$ cat src/rtl/risc_pkg.sv
// Shared constants for the IITB-RISC execute stage.
//   DW / RW            : datapath and register-index widths
//   ALU_*              : 3-bit ALU operation codes
//   JMP_*              : 2-bit control-transfer codes
//   op_is_add/op_is_nand : classify ops by which flags they may write
package risc_pkg;

    localparam int DW = 16;
    localparam int RW = 3;

    localparam logic [2:0] ALU_ADD  = 3'b000;
    localparam logic [2:0] ALU_ADC  = 3'b001;
    localparam logic [2:0] ALU_ADZ  = 3'b010;
    localparam logic [2:0] ALU_NDU  = 3'b011;
    localparam logic [2:0] ALU_NDC  = 3'b100;
    localparam logic [2:0] ALU_NDZ  = 3'b101;
    localparam logic [2:0] ALU_SUB  = 3'b110;
    localparam logic [2:0] ALU_PASS = 3'b111;

    localparam logic [1:0] JMP_NONE = 2'b00;
    localparam logic [1:0] JMP_BEQ  = 2'b01;
    localparam logic [1:0] JMP_JAL  = 2'b10;
    localparam logic [1:0] JMP_JLR  = 2'b11;

    function automatic logic op_is_add(input logic [2:0] op);
        return (op == ALU_ADD) || (op == ALU_ADC) || (op == ALU_ADZ);
    endfunction

    function automatic logic op_is_nand(input logic [2:0] op);
        return (op == ALU_NDU) || (op == ALU_NDC) || (op == ALU_NDZ);
    endfunction

endpackage

$ cat src/rtl/ex_alu.sv
// Combinational ALU for the execute stage.
// Ports:
//   op, src0, src1   : operation code and operands
//   carry, zero      : current architectural flags (for conditional ops)
//   result           : ALU result
//   carry_new/zero_new : flag values the op would produce (current value if the op keeps it)
//   cond_ok          : 0 when a conditional op's flag condition is not met (squash)
//   eq               : src0 == src1, used for BEQ
module ex_alu #(
    parameter int DW = 16
) (
    input  logic [2:0]    op,
    input  logic [DW-1:0] src0,
    input  logic [DW-1:0] src1,
    input  logic          carry,
    input  logic          zero,
    output logic [DW-1:0] result,
    output logic          carry_new,
    output logic          zero_new,
    output logic          cond_ok,
    output logic          eq
);
    import risc_pkg::*;

    logic [DW:0]   sum;
    logic [DW-1:0] nand_res;
    logic [DW-1:0] diff;

    assign sum      = {1'b0, src0} + {1'b0, src1};
    assign nand_res = ~(src0 & src1);
    assign diff     = src0 - src1;
    assign eq       = (src0 == src1);

    always_comb begin
        result    = src1;
        carry_new = carry;
        zero_new  = zero;
        cond_ok   = 1'b1;
        case (op)
            ALU_ADD, ALU_ADC, ALU_ADZ: begin
                result    = sum[DW-1:0];
                carry_new = sum[DW];
                zero_new  = (sum[DW-1:0] == '0);
            end
            ALU_NDU, ALU_NDC, ALU_NDZ: begin
                result   = nand_res;
                zero_new = (nand_res == '0);
            end
            ALU_SUB:  result = diff;
            default:  result = src1;
        endcase
        case (op)
            ALU_ADC, ALU_NDC: cond_ok = carry;
            ALU_ADZ, ALU_NDZ: cond_ok = zero;
            default:          cond_ok = 1'b1;
        endcase
    end

endmodule

$ cat src/rtl/ex_stage.sv
// Execute stage fused with the EX/MEM pipeline register. Owns the carry/zero
// flags, resolves BEQ/JAL/JLR into a one-cycle redirect/flush, and tracks halt.
// State updates on the falling clock edge; reset is synchronous, active-high.
// Optional feature: define EX_BYPASS_EN to drive byp_* with a copy of the
// EX/MEM destination/result for RR-stage forwarding; otherwise byp_* are 0.
// Ports:
//   in_*         : RR/EX pipeline-register contents
//   stall_ex     : MEM busy, hold everything
//   out_*        : EX/MEM pipeline-register contents, flags, redirect, halt
//   byp_*        : forwarding tap
module ex_stage #(
    parameter int DW = 16,
    parameter int RW = 3
) (
    input  logic          clk,
    input  logic          reset,
    input  logic          in_valid,
    input  logic [DW-1:0] in_pc,
    input  logic          in_lhi,
    input  logic [DW-1:0] in_m_addr,
    input  logic [DW-1:0] in_src0,
    input  logic [DW-1:0] in_src1,
    input  logic [DW-1:0] in_data_in,
    input  logic [RW-1:0] in_rdest,
    input  logic [2:0]    in_alu_op,
    input  logic          in_mem_ans,
    input  logic          in_w_mem,
    input  logic          in_w_reg,
    input  logic [1:0]    in_jump,
    input  logic          in_stop,
    input  logic          stall_ex,
    output logic          out_valid,
    output logic [DW-1:0] out_result,
    output logic [DW-1:0] out_data_in,
    output logic [DW-1:0] out_pc,
    output logic [RW-1:0] out_rdest,
    output logic          out_mem_ans,
    output logic          out_w_mem,
    output logic          out_w_reg,
    output logic          out_carry,
    output logic          out_zero,
    output logic          out_redirect,
    output logic [DW-1:0] out_target,
    output logic          out_flush,
    output logic          out_halted,
    output logic          byp_valid,
    output logic [RW-1:0] byp_rdest,
    output logic [DW-1:0] byp_data
);
    import risc_pkg::*;

    logic [DW-1:0] alu_result;
    logic          alu_carry_new;
    logic          alu_zero_new;
    logic          alu_cond_ok;
    logic          alu_eq;

    // Set on a taken transfer; the next unstalled edge discards whatever
    // arrives, since upstream is flushed in the same cycle. Survives stalls.
    logic          kill_pending;

    logic          live;
    logic          is_jump;
    logic          squash;
    logic          taken;
    logic          flag_wr;
    logic          carry_wr;
    logic          zero_wr;
    logic [DW-1:0] result_next;
    logic [DW-1:0] target_next;

    ex_alu #(.DW(DW)) u_alu (
        .op        (in_alu_op),
        .src0      (in_src0),
        .src1      (in_src1),
        .carry     (out_carry),
        .zero      (out_zero),
        .result    (alu_result),
        .carry_new (alu_carry_new),
        .zero_new  (alu_zero_new),
        .cond_ok   (alu_cond_ok),
        .eq        (alu_eq)
    );

    always_comb begin
        live    = in_valid & ~out_halted & ~kill_pending;
        is_jump = (in_jump != JMP_NONE);
        // Flag conditions only gate ordinary ALU instructions.
        squash  = ~alu_cond_ok & ~in_lhi & ~is_jump;
        // A halting instruction never redirects, even if malformed as a jump.
        taken   = ~in_stop & (((in_jump == JMP_BEQ) & alu_eq) |
                              (in_jump == JMP_JAL) | (in_jump == JMP_JLR));
        // Only register-writing ALU ops move the flags; LW keeps carry.
        flag_wr  = in_w_reg & ~squash & ~in_stop & ~in_lhi & ~is_jump;
        carry_wr = flag_wr & op_is_add(in_alu_op) & ~in_mem_ans;
        zero_wr  = flag_wr & (op_is_add(in_alu_op) | op_is_nand(in_alu_op));

        result_next = alu_result;
        if (in_lhi)
            result_next = {in_src1[8:0], {(DW-9){1'b0}}};
        else if ((in_jump == JMP_JAL) || (in_jump == JMP_JLR))
            result_next = in_pc + {{(DW-1){1'b0}}, 1'b1};

        target_next = (in_jump == JMP_JLR) ? in_src1 : in_m_addr;
    end

    always_ff @(negedge clk) begin
        if (reset) begin
            out_valid    <= 1'b0;
            out_result   <= '0;
            out_data_in  <= '0;
            out_pc       <= '0;
            out_rdest    <= '0;
            out_mem_ans  <= 1'b0;
            out_w_mem    <= 1'b0;
            out_w_reg    <= 1'b0;
            out_carry    <= 1'b0;
            out_zero     <= 1'b0;
            out_redirect <= 1'b0;
            out_target   <= '0;
            out_halted   <= 1'b0;
            kill_pending <= 1'b0;
        end else if (stall_ex) begin
            out_redirect <= 1'b0;
        end else begin
            out_redirect <= 1'b0;
            kill_pending <= 1'b0;
            if (!live) begin
                out_valid <= 1'b0;
                out_w_reg <= 1'b0;
                out_w_mem <= 1'b0;
            end else begin
                out_valid   <= 1'b1;
                out_result  <= result_next;
                out_data_in <= in_data_in;
                out_pc      <= in_pc;
                out_rdest   <= in_rdest;
                out_mem_ans <= in_mem_ans;
                out_w_mem   <= in_w_mem;
                out_w_reg   <= in_w_reg & ~squash & ~in_stop;
                if (in_stop)
                    out_halted <= 1'b1;
                if (taken) begin
                    out_redirect <= 1'b1;
                    out_target   <= target_next;
                    kill_pending <= 1'b1;
                end
                if (carry_wr)
                    out_carry <= alu_carry_new;
                if (zero_wr)
                    out_zero <= alu_zero_new;
            end
        end
    end

    assign out_flush = out_redirect;

`ifdef EX_BYPASS_EN
    assign byp_valid = out_valid & out_w_reg;
    assign byp_rdest = out_rdest;
    assign byp_data  = out_result;
`else
    assign byp_valid = 1'b0;
    assign byp_rdest = '0;
    assign byp_data  = '0;
`endif

endmodule
$ cat config.mk
export PLATFORM = sky130hd
export DESIGN_NAME = ex_stage
export DESIGN_NICKNAME = d
export VERILOG_FILES = /design/src/rtl/risc_pkg.sv /design/src/rtl/ex_alu.sv /design/src/rtl/ex_stage.sv
export SDC_FILE = /design/constraint.sdc
export NUM_CORES = 1
export LEC_CHECK = 0
export ABC_AREA = 1
export ABC_CLOCK_PERIOD_IN_PS = 5700
export BUFFER_PORTS_ARGS = -buffer_cell sky130_fd_sc_hd__buf_4
export CAP_MARGIN = 15
export CORE_ASPECT_RATIO = 1.25
export CORE_MARGIN = 3
export CORE_UTILIZATION = 56
export CTS_CLUSTER_SIZE = 14
export DETAILED_ROUTE_END_ITERATION = 8
export PLACE_DENSITY = 0.95
export RECOVER_POWER = 25
export SLEW_MARGIN = 20
export SYNTH_ARGS = -nofsm -noshare
export SYNTH_HDL_FRONTEND = slang
export SYNTH_HIERARCHICAL = 1
export SYNTH_SLANG_ARGS = --single-unit
$ cat constraint.sdc
create_clock -name clk -period 5.7 [get_ports clk]
set_clock_uncertainty 0.1 [all_clocks]
set_input_delay 0.57 -clock clk [delete_from_list [all_inputs] [get_ports clk]]
set_output_delay 0.57 -clock clk [all_outputs]
set_load 0.05 [all_outputs]
==> results of run 1 <==
[final timing paths]
check / from / end / slack (ns) / cells after the start
setup / recovery: in_src1[0] / out_result[12] / 0.31 / 19
hold / removal: out_w_mem / out_w_mem / 0.37 / 2
setup reg to reg: out_halted / out_result[2] / 3.42 / 6
hold reg to reg: out_w_mem / out_w_mem / 0.37 / 2
[power by group through the flow]
stage	clock network [uW]	registers, uW	logic (uW)
after floorplan	81.9	693	341
after global placement	81.9	589	655
after detailed placement	81.9	590	660
after CTS	868	585	675
after global routing	925	586	727
final	888	585	682
[cells in the mapped netlist, types with 2 or more instances]
| library cell | n | area [um2] |
|---|---|---|
| nor2_4 | 4 | 45.0 |
| clkbuf_2 | 2 | 10.0 |
| nand2_4 | 2 | 22.5 |
| buf_6 | 5 | 56.3 |
| a21oi_2 | 2 | 17.5 |
| inv_2 | 15 | 56.3 |
| nor3_1 | 6 | 30.0 |
| o21bai_1 | 6 | 45.0 |
| a31oi_1 | 18 | 113 |
| nor2_1 | 136 | 510 |
| or2_2 | 3 | 18.8 |
| inv_1 | 82 | 308 |
| dfxtp_1 | 76 | 1520 |
| o211ai_1 | 3 | 22.5 |
| nand3_2 | 4 | 40.0 |
| a21oi_1 | 65 | 325 |
| fa_1 | 2 | 40.0 |
| ha_1 | 32 | 400 |
| buf_4 | 34 | 255 |
| nand4_1 | 19 | 119 |
| nand3_1 | 76 | 380 |
| o21ai_0 | 60 | 300 |
| clkbuf_1 | 11 | 41.3 |
| buf_2 | 9 | 45.0 |
| xor2_1 | 9 | 78.8 |
| nand2_1 | 233 | 875 |
| o21ai_1 | 17 | 85.1 |
| buf_8 | 2 | 30.0 |
| a21oi_4 | 3 | 48.8 |
| o2111ai_1 | 7 | 61.3 |
| nand2_2 | 3 | 18.8 |
| nor2_2 | 11 | 68.8 |
| buf_1 | 2 | 7.51 |
[critical path: cells and delay by family]
kind            cells  cell delay (ns)
buf+inv             3             0.32
simple gates       12             1.02
compound gates      2             0.30
fa+ha+maj           2             0.58
[layer usage]
| metal | vias up | track usage | wire length, um |
|---|---|---|---|
| met1 | 3573 | 0.424 | 8580 |
| met5 | - | 0.0171 | 17 |
| met4 | 2 | 0.381 | 2760 |
| met2 | 735 | 0.731 | 12600 |
| met3 | 283 | 0.153 | 3150 |
| li1 | 3645 | - | - |
[per-stage QoR]
stage	hold slack (ns)	setup WS (ns)	util
2_1_floorplan	0.337	0.435	-
3_3_place_gp	0.351	0.0489	0.707
3_5_place_dp	0.357	0.0293	0.707
4_1_cts	0.371	0.391	0.762
5_1_grt	0.381	0.120	0.749
6_report	0.366	0.314	0.749
[cells by family after synthesis]
family	synth area share
compound gates	0.171
xor+xnor	0.0129
fa+ha+maj	0.0721
buf+inv	0.135
flops	0.249
other cells	0.000614
simple gates	0.360
[area by class of cell]
class	count	area, um2
multi-input combinational	752	3840
clock inverter	83	365
fill	820	2670
inverter	98	375
clock buffer	9	225
tap	132	165
sequential	76	1520
timing repair buffer	213	1460
==> results.txt, run 1 <==
- Switching Power: 959 uW
* Avg Synthesized Cell Area: 6.28 um2
- Clock transition at the register clock pins on the worst setup and hold paths after CTS: 0.04 ns
- At the pin with the least slew margin, the transition time is 1.04 ns.
* Hold Path Class: flip-flop to flip-flop
- Aggregate routed wire length: 27.1 mm
- Of the total power, the share spent switching nets is 0.445.
* First-pass GRT wire length: 41.0 mm
- In the final layout, the share of cells above drive strength 1 is 0.198.
* Post-detailed-route count of antenna-violating nets: 0
- # port buffers: 172
- The internal power of the cells totals 1200 uW.
* Count of final setup violators: 0
- Core region area: 10,600 um2
- RePlAce Congestion: 0.987
- Total leakage power: 0.00423 uW
* Placed insts: 1,272
- In this run the clock root is driven by a clkbuf_16.
- Top-level port count: 193
* Number of DRC markers in iteration 0: 1,052
- Die Area: 12,200 um2
- The library cell used most frequently in the layout, excluding fill and tap cells, is nand2_1.
- Once layout is done, the placed cells without fillers occupy 7950 um2.
* Element type at the critical path end: flip-flop
* Warnings, synthesis: 6
* Most used DFF post-synth: dfxtp_1
* Average detailed-routed wire length per instance: 19.9 um
- Yosys mapped the design onto 47 distinct sky130hd cell types.
- Setup total negative slack on the finished layout was measured at 0 ns.
- For this run, design rule violations remaining after detail routing come to 48.
* Number of buffers inserted to repair setup after CTS: 0
* Post-layout power: 2160 uW
* Final max-slew violation count: 0
- Clock network power share: 0.412
* Highest-count cells in the layout ignoring fill and taps: nand2_1, buf_4, inv_1
* Hold Violations, Final: 0
- Slowest CP cell: fa_1
- From left edge to right edge, the die measures 99.4 um.
- CTS built an H-tree with a depth of 3.
* Area Overhead vs Synth: 30.1%
* Number of antenna violations at the first check in global routing: 1
- Gates resized during post-CTS repair numbered 0.
- For the worst-skew pair, the clock arrives at the later sink with an insertion delay of 0.44 ns.
- The synthesized design contains 76 register bits.
- Cell repeated most along the worst path: nand2_1
- Startpoint type of the worst setup path: input port
* Deepest clock path buffer count: 2
- For this run, the register share of the synthesized area comes to 0.249.
- Excluding fillers, the count of instances in the completed layout stands at 1,363.
- Instance count of the mapped netlist: 973
- Maximum number of pins on one net before global-route repair: 47
* Gate power share: 0.316
- STA puts the critical path data required time at 3.09 ns.
- Area of the mapped netlist: 6110 um2
- For this design the ratio of total power to cell area is 271 nW/um2.
- Violated checks: design-rule violations
- Vias after detailed routing: 8,238
- The tool flagged a number of max-cap violations equal to 0.
* Clock Sinks: 76
- Count of inserted antenna diode cells: 0
- Unrepaired setup endpoints after global routing: no
- Number of global-route vias before repair: 8,110
- In the global route stage, overall resource usage came out at 0.437.
* Number of nets in the finished design: 1,357
- Mean number of vias per cell: 6.04
- Starting density of the core: 0.576
* Synth async-reset ratio: 0
* Number of optimization iterations in the first detailed-route pass: 9
- Critical path fanouts, max: 5
* CTS Buf Count: 9
- Grt total ovfl: 0
- Fraction of power consumed by sequential logic: 0.271
- Counting flops with a built-in enable in the synthesized netlist gives 0.
* Largest vdd supply drop: 154 uV
- Detailed placement ended at an HPWL of 17.7 mm.
- In this run the tightest slew margin relative to its limit is 0.309.
- TritonCTS clock tree: yes
- CP Cell Sequence: buf_4 > ha_1 > inv_1 > fa_1 > inv_1 > nand2_1 > nand2_1 > nand4_1 > nand2_1 > nand2_1 > nand2_1 > nand2_1 > nand2_1 > nand2_1 > nand4_1 > nor2_1 > nor2_1 > o21ai_0 > a21oi_1
* Post-placement cell area: 7500 um2
* Row Count: 42
- For this design, the CTS-stage hold fixing added 0 buffers.
- Maximum single-stage delay on the critical path: 0.40 ns
* Critical path arrival: 2.78 ns
- The flow ran to the end, but the final reports show violations.
- CP Class: input port to flip-flop
- Vert. Die Dim: 123 um
Power figures use the tool's default switching activity.
==> inputs of run 2 (changes only) <==
--- a/config.mk
+++ b/config.mk
@@ -11,10 +11,10 @@
 export CAP_MARGIN = 15
 export CORE_ASPECT_RATIO = 1.25
 export CORE_MARGIN = 3
-export CORE_UTILIZATION = 56
+export CORE_UTILIZATION = 40
 export CTS_CLUSTER_SIZE = 14
 export DETAILED_ROUTE_END_ITERATION = 8
-export PLACE_DENSITY = 0.95
+export PLACE_DENSITY = 0.73
 export RECOVER_POWER = 25
 export SLEW_MARGIN = 20
 export SYNTH_ARGS = -nofsm -noshare
==> run 2 against run 1 <==
  * The flow now finishes without violations
  * First-iteration DRC count down 51%
  * Design area up 0.68%
  * Non-clock buffer count up 3
  * Sequential share of layout area down 0.13 points
  * Critical path type unchanged
  * Critical endpoint is now out_target[15]
  * Largest cell class unchanged
  * Largest power group unchanged
  * Highest routed layer is now met4
==> results.txt, run 2 (synthesized netlist as in run 1, its figures left out) <==
- Timing analysis after detailed placement gives a worst setup slack of -0.0184 ns.
- Clock-pin slew was measured on the worst setup and hold paths at 0.03 ns.
- Across the whole layout, storage elements account for 1520 um2.
- On the worst path, the slowest cell contributes a delay of 0.29 ns.
* Horiz. Die Dim: 117 um
* Count of final setup violators: 0
- Max_cap viols: 0
- Entering global routing, the biggest net connects 48 pins.
- In the layout the commonest cells are nand2_1, buf_4, inv_1.
- Summing all multi-input logic gate instances after layout gives 3840 um2.
* Slowest CP cell: ha_1
- Grt total ovfl: 0
- Post-layout instance area: 8000 um2
- Critical path fanouts, max: 29
* Root buffer cell: clkbuf_16
- In this run the count of I/O pins placed on the die edge is 193.
- The run finished with clean final reports.
* Fillers: 1,556
* Aggregate routed wire length: 22.4 mm
* Post-layout power: 1990 uW
- Post-route DRC: 0
* Unrepaired setup endpoints after global routing: no
* Number of DRC markers in iteration 0: 511
* Die Area: 16,800 um2
- Buf/Inv on CP: 6
- Detailed placement ended at an HPWL of 18.1 mm.
- Vert. Die Dim: 144 um
- Most common cell after layout, fill and taps aside: nand2_1
- The worst setup path is captured at a flip-flop.
- Number of antenna violations at the first check in global routing: 0
- TritonCTS built the clock tree.
- Overall Global Routing Usage: 0.260
- Headroom to the max-slew limit: 0.00881
- TritonCTS created 9 clock buffers.
- Once placement finished, the instance area stood at 7580 um2.
- Vias after detailed routing: 7,197
* RePlAce Congestion: 1.02
* Slew @ Worst Pin: 1.49 ns
* Post-detailed-route count of antenna-violating nets: 0
- The number of antenna diodes in the final layout is 0.
* Critical path required time: 3.02 ns
- CP Cell Sequence: buf_4 > ha_1 > inv_1 > nor3_1 > buf_4 > and2_1 > nor3b_1 > buf_4 > a21oi_1 > nor2_2 > nand2_4 > inv_6 > buf_4 > a31oi_1
- The core region is 14,700 um2.
- Worst Hold Slack: 0.360 ns
- First-pass GRT wire length: 34.4 mm
- Number of nets in the finished design: 1,360
- Fraction of final layout cells with drive strength greater than 1: 0.199
* Hold Violations, Final: 0
- In this run, post-CTS hold repair placed 0 buffers.
- Number of global-route vias before repair: 7,172
* Level count of the clock H-tree: 3
* PostCTS Resize Cnt: 0
- The cell that appears most often on the critical path is buf_4.
- On the critical path the largest part of the delay comes from simple AND/OR/NAND/NOR gates.
- Total leakage power: 0.00422 uW
- Average detailed-routed wire length per instance: 15.9 um
- Startpoint type of the worst setup path: input port
* CP Class: input port to flip-flop
* Starting density of the core: 0.417
- Mean number of vias per cell: 5.10
- Deepest clock path buffer count: 2
- Data arrives at the worst endpoint at 2.66 ns.
* Final max-slew violation count: 0
- The count of buffers added on input and output ports is 172.
- Row Count: 49
- Number of buffers inserted to repair setup after CTS: 0
- Worst Setup Slack, final: 0.361 ns
- Hold Path Class: flip-flop to flip-flop
* Pwr Density: 249 nW/um2
- Area Overhead vs Synth: 31.0%
- The tree built by TritonCTS fans out to 76 sinks.
- Largest vdd supply drop: 123 uV
- The first detailed-routing pass took 5 iterations.
- Clock latency on the worst-skew pair, taken at its later pin, is 0.40 ns.
[run 2: changes by cell type in the layout (fill, tap and decap cells not counted), sizes merged]
cell / previous run / this run
buf: 176 / 178
clkinv: 0 / 2
bufinv: 1 / 0
clkbuf: 46 / 47
inv: 180 / 179
[run 2: stage by stage]
step | TNS (ns) | cells | utilization
finish | 0 | 1412 | 0.546
global route | 0 | 1412 | 0.546
CTS | 0 | 1412 | 0.556
detailed placement | -0.106 | 1321 | 0.517
global placement | 0 | 1321 | 0.517
floorplan | 0 | 992 | -
[run 2: final timing paths]
kind,start,endpoint,slack (ns),cells past startpoint
worst max-delay path,in_src0[13],out_target[15],0.36,14
worst min-delay path,out_w_mem,out_w_mem,0.36,2
worst max register to register,out_halted,out_data_in[6],3.51,5
worst min register to register,out_w_mem,out_w_mem,0.36,2
[run 2: metal layers]
layer / wire length (um) / global-route usage / vias to the layer above / share of wire
li1: - / - / 3649 / -
met1: 8740 / 0.282 / 3204 / 0.39
met2: 11200 / 0.468 / 285 / 0.50
met3: 1540 / 0.0540 / 59 / 0.068
met4: 983 / 0.141 / 0 / 0.044
met5: 0 / 0 / - / 0
[run 2: power by group]
group	switching (uW)	internal (uW)
Sequential	15.8	567
Combinational	446	209
Clock	380	373
Total	842	1150
[run 2: final cells by class]
type                            count  area share
Multi-Input combinational cell    752       0.479
Sequential cell                    76       0.190
Timing Repair Buffer              216       0.185
Inverter                           98      0.0469
Clock inverter                     83      0.0430
Clock buffer                        9      0.0281
Tap cell                          178      0.0278
[run 2: worst register-to-register path: stages, from the launching register on]
cell and delay, ns:
dfxtp_1 0.36, nor2_2 0.05, nand3_2 0.06, clkbuf_1 1.08
o21ai_0 0.29, nor2_1 0.17
